**src/rtl/sram_arbiter.sv**
```systemverilog
// Two-requester (IF/DM) arbiter in front of one synchronous SRAM port; DM-priority with IF anti-starvation by default.
// Define SRAM_ARB_RR_EN to replace fixed priority with a 1-bit round-robin pointer.
module sram_arbiter (
    input  logic        clk,
    input  logic        resetn,
    input  logic        if_req,
    input  logic [31:0] if_addr,
    output logic        if_gnt,
    output logic        if_valid,
    output logic [31:0] if_rdata,
    input  logic        dm_req,
    input  logic        dm_we,
    input  logic [1:0]  dm_size,
    input  logic [31:0] dm_addr,
    input  logic [31:0] dm_wdata,
    output logic        dm_gnt,
    output logic        dm_valid,
    output logic        dm_err,
    output logic [31:0] dm_rdata,
    output logic        sram_en,
    output logic [3:0]  sram_wen,
    output logic [31:0] sram_addr,
    output logic [31:0] sram_wdata,
    input  logic [31:0] sram_rdata
);
    localparam int unsigned DW = 32;

    typedef enum logic [1:0] {
        TAG_NONE = 2'd0,
        TAG_IF   = 2'd1,
        TAG_DM   = 2'd2
    } tag_e;

    tag_e tag_q, tag_d;
    logic err_q, err_d;
    logic zero_q, zero_d;
    logic dm_mis_c;
    logic if_wins_c;
    logic unused_c;

    assign unused_c = ^if_addr[1:0];

    // DM alignment check by access size
    always_comb begin
        dm_mis_c = 1'b0;
        case (dm_size)
            2'b00:   dm_mis_c = 1'b0;
            2'b01:   dm_mis_c = dm_addr[0];
            2'b10:   dm_mis_c = |dm_addr[1:0];
            default: dm_mis_c = 1'b1;
        endcase
    end

`ifdef SRAM_ARB_RR_EN
    // rr_q=1: IF wins the next contested cycle
    logic rr_q, rr_d;

    assign if_wins_c = rr_q;

    always_comb begin
        rr_d = rr_q;
        if (if_gnt)      rr_d = 1'b0;
        else if (dm_gnt) rr_d = 1'b1;
    end

    always_ff @(posedge clk or negedge resetn) begin
        if (!resetn) rr_q <= 1'b1;
        else         rr_q <= rr_d;
    end
`else
    // boost_q is set one cycle after the counter saturates while IF is still denied
    logic [1:0] starve_q, starve_d;
    logic       boost_q, boost_d;

    assign if_wins_c = boost_q;

    always_comb begin
        starve_d = starve_q;
        boost_d  = boost_q;
        if (!if_req || if_gnt) begin
            starve_d = 2'd0;
            boost_d  = 1'b0;
        end else if (starve_q == 2'd3) begin
            boost_d  = 1'b1;
        end else begin
            starve_d = starve_q + 2'd1;
        end
    end

    always_ff @(posedge clk or negedge resetn) begin
        if (!resetn) begin
            starve_q <= 2'd0;
            boost_q  <= 1'b0;
        end else begin
            starve_q <= starve_d;
            boost_q  <= boost_d;
        end
    end
`endif

    // Issue-cycle grant and SRAM command
    always_comb begin
        if_gnt     = resetn & if_req & (~dm_req | if_wins_c);
        dm_gnt     = resetn & dm_req & ~if_gnt;
        sram_en    = 1'b0;
        sram_wen   = 4'b0000;
        sram_addr  = DW'(0);
        sram_wdata = DW'(0);
        if (if_gnt) begin
            sram_en   = 1'b1;
            sram_addr = {if_addr[31:2], 2'b00};
        end else if (dm_gnt && !dm_mis_c) begin
            sram_en   = 1'b1;
            sram_addr = {dm_addr[31:2], 2'b00};
            if (dm_we) begin
                case (dm_size)
                    2'b00: begin
                        sram_wen   = 4'b0001 << dm_addr[1:0];
                        sram_wdata = {4{dm_wdata[7:0]}};
                    end
                    2'b01: begin
                        sram_wen   = dm_addr[1] ? 4'b1100 : 4'b0011;
                        sram_wdata = {2{dm_wdata[15:0]}};
                    end
                    default: begin
                        sram_wen   = 4'b1111;
                        sram_wdata = dm_wdata;
                    end
                endcase
            end
        end
    end

    always_comb begin
        tag_d  = TAG_NONE;
        err_d  = 1'b0;
        zero_d = 1'b0;
        if (if_gnt) begin
            tag_d = TAG_IF;
        end else if (dm_gnt) begin
            tag_d  = TAG_DM;
            err_d  = dm_mis_c;
            zero_d = dm_mis_c | dm_we;
        end
    end

    always_ff @(posedge clk or negedge resetn) begin
        if (!resetn) begin
            tag_q  <= TAG_NONE;
            err_q  <= 1'b0;
            zero_q <= 1'b0;
        end else begin
            tag_q  <= tag_d;
            err_q  <= err_d;
            zero_q <= zero_d;
        end
    end

    // Response decode; read data is the raw SRAM word arriving this cycle
    assign if_valid = (tag_q == TAG_IF);
    assign dm_valid = (tag_q == TAG_DM);
    assign dm_err   = dm_valid & err_q;
    assign if_rdata = if_valid ? sram_rdata : DW'(0);
    assign dm_rdata = (dm_valid && !zero_q) ? sram_rdata : DW'(0);

endmodule

```
**config.mk**
```make
export PLATFORM = sky130hd
export DESIGN_NAME = sram_arbiter
export DESIGN_NICKNAME = d
export VERILOG_FILES = /design/src/rtl/sram_arbiter.sv
export SDC_FILE = /design/constraint.sdc
export NUM_CORES = 1
export LEC_CHECK = 0
export BUFFER_PORTS_ARGS = -buffer_cell sky130_fd_sc_hd__buf_2
export CAP_MARGIN = 30
export CORE_AREA = 2 2 106 108
export CTS_BUF_LIST = sky130_fd_sc_hd__clkbuf_16
export DETAILED_ROUTE_END_ITERATION = 12
export DIE_AREA = 0 0 108 110
export PLACE_DENSITY = 0.52
export SLEW_MARGIN = 0
export SYNTH_ARGS = -nofsm -noshare
export SYNTH_HDL_FRONTEND = slang
export SYNTH_SLANG_ARGS = --single-unit
```
**constraint.sdc**
```tcl
create_clock -name clk -period 1.2 [get_ports clk]
set_clock_uncertainty 0.05 [all_clocks]
set_input_delay 0.18 -clock clk [delete_from_list [all_inputs] [get_ports clk]]
set_output_delay 0.18 -clock clk [all_outputs]
set_load 0.05 [all_outputs]
```
==> results.ini, run 1 <==
[status]
status = finished with violations
violations = setup timing

[yosys]
synth-edff-count = 0
yosys_most_used_dff = dfrtp_1
synth_area_leader_cell = and2_1
synth_area_leaders = and2_1, a22o_1, dfrtp_1
synth_top_area_share_pct = 24.4
synth.distinct_cells = 30
syn_inst = 243
yosys_warnings = 0
syn_area_per_cell_um2 = 7.28
async_flop_share_pct = 100
seq_area_frac_synth_pct = 9.90
ys_ff_latch = 7
syn_area_mm2 = 0.00177

[pwr]
comb_power_share_pct = 73.8
netSwitchingFraction_pct = 43.2
peakVddDrop_mv = 0.353
powerDensity_mw_per_mm2 = 517
switchingPower_mw = 1.37
power_leakage_nw = 3.01
p_clk_share_pct = 17.7
finalPower_mw = 3.16
power_frac_seq_pct = 8.5
intPower_mw = 1.79

[timing]
finalWorstSetupSlack_ns = -0.547
rsz0062_at_grt = true
hold_viol_final = 0
max_freq_mhz = 572
setup_viol = 142
finalCriticalPeriod_ns = 1.75
period_share_pct = 146
drv_slew = 0

[cells_and_area]
fin_area_mm2 = 0.00611
num-fill-cells = 873
area_growth_pct = 246
drive_gt1_share_pct = 87.7
nNetsFinal = 699
final_cells = 702
diodes = 0

[setup_path]
cp_slowest_cell = dfrtp_1
reg2regPathDepth = 6
critPathKind = reg2out
crit_chain = nand2_4 -> o211a_4 -> clkbuf_16 -> a22o_4 -> buf_8
crit_arrival_ns = 1.52
start_kind = flop
path_max_fanout = 6
critical-path-max-stage-delay_ns = 0.41
crit_required_ns = 0.97
cp-end-kind = primary output

[detailed_routing]
viasPerCell = 4.42
dr_total_vias = 3100
drcViolationCount = 0
firstDrtPassIters = 4
drt_wl_total_um = 11100
drt_iter0_drc = 97
avgRoutedWirePerCell_um = 15.8
ant_nets = 0

[grt]
antenna_found_initial = 0
grt_pass1_wl_um = 15100
grt_max_degree = 33
grt-ovfl-total = 0
grt_pass1_vias = 3243
grtUsageTotal_pct = 15.7

[floorplan]
fp.dieArea_mm2 = 0.0119
fp.dieH_um = 110
initial_utilization_pct = 16.5
coreArea_mm2 = 0.0107
placementRows = 38
die_x_um = 108
num_io_pins = 273

[min_path]
whs_path_depth = 2
hold_path.class = in2reg

[place]
place_congestion = 0.726
dp_cells = 668
postPlaceCellArea_mm2 = 0.00424
hpwlAfterDp_um = 7050
portBuffers = 268

[cts]
cts-buffers-inserted = 3
clk_path_buf_depth = 2
root_buffer = clkbuf_16
cts-htree-levels = 1
clock_latency_ns = 0.23
clk_pin_slew_ns = 0.04
clock_sinks = 7
cts_tree = yes

[job]
cap_violations = 0

-- power by group through the flow --
| stage | Sequential, mW | Combinational, mW | Clock (mW) |
|---|---|---|---|
| after CTS | 0.268 | 2.16 | 0.566 |
| after detailed placement | 0.271 | 1.74 | 0 |
| after floorplan | 0.268 | 1.20 | 0 |
| final | 0.270 | 2.33 | 0.558 |
| after global routing | 0.273 | 2.44 | 0.591 |
| after global placement | 0.269 | 1.72 | 0 |
-- metal layers --
layer | global-route usage, % | up-vias | part of all wire [%]
li1 | - | 1468 | -
met3 | 2.53 | 6 | 6.4
met4 | 3.21 | 0 | 1.0
met1 | 15.9 | 1460 | 33
met2 | 33.2 | 166 | 59
met5 | 0 | - | 0
-- through the flow --
step	setup TNS [ns]	utilization (%)	hold slack (ns)	worst slack [ns]
global route	-72.52	57.2	0.233	-0.605
floorplan	-27.41	-	-0.166	-0.388
CTS	-61.37	52.8	0.213	-0.536
detailed placement	-45.09	39.6	0.0482	-0.480
finish	-64.99	57.2	0.229	-0.547
global placement	-43.96	39.6	0.0480	-0.485
-- cells in the final DEF (no fill, tap or decap), types with 7 or more instances in the layout --
master     synthesis  routed
o21ai_0           10      10
and2_4             0      66
a22o_4             0      30
mux2_2             8       8
mux2i_1           17      17
dfrtp_1            7       7
nor2_4             0      25
buf_8              0     100
buf_6              6      49
inv_1              9       9
nand2_1           10       9
buf_4              3      32
buf_2              4     132
clkbuf_16          0      10
buf_12             0      12
-- cell families (layout without fill, tap and decap cells) --
logic type,count (synthesis),count (layout),synth area share [%]
simple gates,120,120,37.6
xor+xnor,2,2,0.990
other cells,1,2,0.212
fa+ha+maj,1,1,0.707
compound gates,56,56,25.9
flops,7,7,9.90
buf+inv,31,349,10.0
mux,25,25,14.7
-- final cells by class --
class,instances,area (um^2),share of cell area [%]
Tap cell,140,175,2.86
Timing Repair Buffer,336,3470,56.7
Sequential cell,7,175,2.86
Multi-Input combinational cell,206,2180,35.7
Inverter,9,33.8,0.552
Clock buffer,3,75.1,1.23
Clock inverter,1,3.75,0.0614
-- worst max-delay path, delay by kind of cell, from the launching register on --
kind | cells | cell delay [ns]
AOI/OAI and AO/OA | 2 | 0.44
buffers and inverters | 2 | 0.32
DFF | 1 | 0.41
and+or+nand+nor | 1 | 0.11
-- cells in the mapped netlist, types with 4 or more instances --
| cell | count |
|---|---|
| a21oi_2 | 6 |
| a22o_1 | 30 |
| dfrtp_1 | 7 |
| nand2_1 | 10 |
| buf_6 | 6 |
| inv_1 | 9 |
| mux2_2 | 8 |
| o21ai_0 | 10 |
| mux2i_1 | 17 |
| a21oi_1 | 5 |
| and2_1 | 69 |
| buf_2 | 4 |
| nor2_1 | 29 |
| clkbuf_1 | 9 |
-- registers in the layout, summed over array words and instances, names as in the netlist --
| signal | count |
|---|---|
| err_q | 1 |
| boost_q | 1 |
| starve_q | 2 |
| tag_q | 2 |
| zero_q | 1 |
-- worst paths after layout --
| kind | start | endpoint | slack, ns |
|---|---|---|---|
| worst min-delay path | dm_we | zero_q | 0.23 |
| worst max-delay path | boost_q | sram_addr[21] | -0.55 |
| worst max register to register | boost_q | err_q | -0.15 |
| max in group asynchronous | resetn | err_q | 0.42 |
| min in group asynchronous | resetn | boost_q | 0.43 |
| worst min register to register | starve_q[0] | starve_q[0] | 0.61 |
-- what timing repair did --
action	in CTS	in global routing
endpoints found under the setup margin	139	141
setup buffers	10	9
gates resized for setup	352	57
cloned	4	9
hold buffers	1	0
pin swaps	10	17
hold endpoints to repair	7	0
Power figures use the tool's default switching activity.
==> run 2: changes to the inputs <==
==> constraint.sdc (replaced) <==
create_clock -name clk -period 1.5 [get_ports clk]
set_clock_uncertainty 0.05 [all_clocks]
set_input_delay 0.225 -clock clk [delete_from_list [all_inputs] [get_ports clk]]
set_output_delay 0.225 -clock clk [all_outputs]
set_load 0.05 [all_outputs]
==> run 2 against run 1 <==
Compared with the run above:
- the run still ends with setup timing left
- combinational power is 26% lower
- critical endpoint is now sram_en
- clock-buffer cell count stayed put
- non-clock buffer count is 32 lower
==> results.ini, run 2 (synthesized netlist as in run 1, its figures left out) <==
[grt]
grt-ovfl-total = 0
grt_max_degree = 25
antenna_found_initial = 0
grt_pass1_vias = 2949
grt_pass1_wl_um = 14000
grtUsageTotal_pct = 14.9

[setup_path]
r2r_end = starve_q[1]
worstReg2RegStart = boost_q
r2r_slack_ns = 0.32
path_max_fanout = 11
cp-end-kind = primary output
critPathKind = reg2out
crit_arrival_ns = 1.52
start_kind = flop
reg2regPathDepth = 5
crit_required_ns = 1.22

[min_path]
whs_endpoint = starve_q[0]
whs_path_depth = 2
hp-start = if_req
hold_path.class = in2reg

[detailed_routing]
dr_total_vias = 2959
drt_iter0_drc = 109
drcViolationCount = 0
ant_nets = 0
viasPerCell = 4.42
firstDrtPassIters = 4
drt_wl_total_um = 10200
avgRoutedWirePerCell_um = 15.3

[floorplan]
initial_utilization_pct = 16.5
coreArea_mm2 = 0.0107
placementRows = 38
num_io_pins = 273
fp.dieArea_mm2 = 0.0119
fp.dieH_um = 110
die_x_um = 108

[cells_and_area]
drive_gt1_share_pct = 86.4
multi_input_area_mm2 = 0.00207
final_common_cell = buf_2
area_growth_pct = 210
seqCellArea_um2 = 175
diodes = 0
num-fill-cells = 971
top_regs = starve_q: 2 flops, tag_q: 2 flops
nNetsFinal = 667
most-common-layout-cells = buf_2, buf_8, and2_4, buf_6, buf_4

[cts]
clock_latency_ns = 0.24
cts-htree-levels = 1
cts_tree = yes
root_buffer = clkbuf_16
clk_pin_slew_ns = 0.04
cts-buffers-inserted = 3
clk_path_buf_depth = 2
clock_sinks = 7

[place]
place_congestion = 0.768
hpwlAfterDp_um = 7240
dp_slack_ns = -0.276
portBuffers = 268

[timing]
rsz0062_at_grt = true
hold_ws_ns = 0.246
setup_viol = 133
max_freq_mhz = 556
hold_viol_final = 0
drv_slew = 0
period_share_pct = 120
finalCriticalPeriod_ns = 1.80
finalWorstSetupSlack_ns = -0.299

[pwr]
power_leakage_nw = 2.72
peakVddDrop_mv = 0.323
powerDensity_mw_per_mm2 = 435

[status]
status = finished with violations
violations = setup timing

[job]
cap_violations = 0

run 2: changes by cell type in the layout (fill, tap and decap cells not counted), sizes merged:
cell	previous run	this run
buf	327	301
clkbuf	10	5
bufbuf	1	0
run 2: power by group:
group | switching, mW | internal (mW) | total, mW
combinational | 0.934 | 0.783 | 1.72
clock | 0.108 | 0.347 | 0.455
sequential | 0.00955 | 0.205 | 0.214
run 2: worst max-delay path by stage:
stage / startpoint / end / slack [ns] / cells past startpoint
after floorplan: boost_q / sram_wen[0] / -0.13 / 3
after global placement: dm_size[0] / sram_addr[20] / -0.26 / 6
after detailed placement: dm_size[0] / sram_addr[20] / -0.28 / 6
after CTS: boost_q / sram_en / -0.31 / 5
after global routing: boost_q / sram_addr[16] / -0.35 / 6
final: boost_q / sram_en / -0.30 / 5
run 2: layout make-up:
| class | count | share of cell area, % |
|---|---|---|
| clock inverter | 1 | 0.0684 |
| tap | 140 | 3.19 |
| inverter | 9 | 0.615 |
| multi-input combinational | 206 | 37.7 |
| sequential | 7 | 3.19 |
| clock buffer | 3 | 1.37 |
| timing repair buffer | 304 | 53.8 |
run 2: through the flow:
stage          setup TNS [ns]  utilization, %  std cells  cell area, um^2  total power, mW
2_1_floorplan           -4.83               -        244             2400             1.14
3_3_place_gp           -15.33            38.0        656             4070             1.56
3_5_place_dp           -17.17            38.0        656             4070             1.58
4_1_cts                -31.46            49.2        672             5260             2.33
5_1_grt                -35.90            51.3        670             5490             2.49
6_report               -28.56            51.3        670             5490             2.39
run 2: what timing repair did:
action                                 CTS  global route
buffers inserted                         7             1
endpoints found under the hold margin    7             0
cloned                                   4             2
hold buffers                             1             0
resized for setup                      301            84
setup endpoints to repair              135           136
pin swaps                               13            14
run 2: layer usage:
metal,share of wire [%],track usage [%]
met1,32,14.4
met5,0,0
met4,1.8,5.04
met3,7.2,2.29
met2,59,31.3
run 2: worst max-delay path, cell delays in order, from the launching register on:
cell and delay (ns):
dfrtp_1 0.34, nand2_2 0.12, o211a_4 0.22, buf_12 0.16, or2_2 0.28, buf_6 0.16
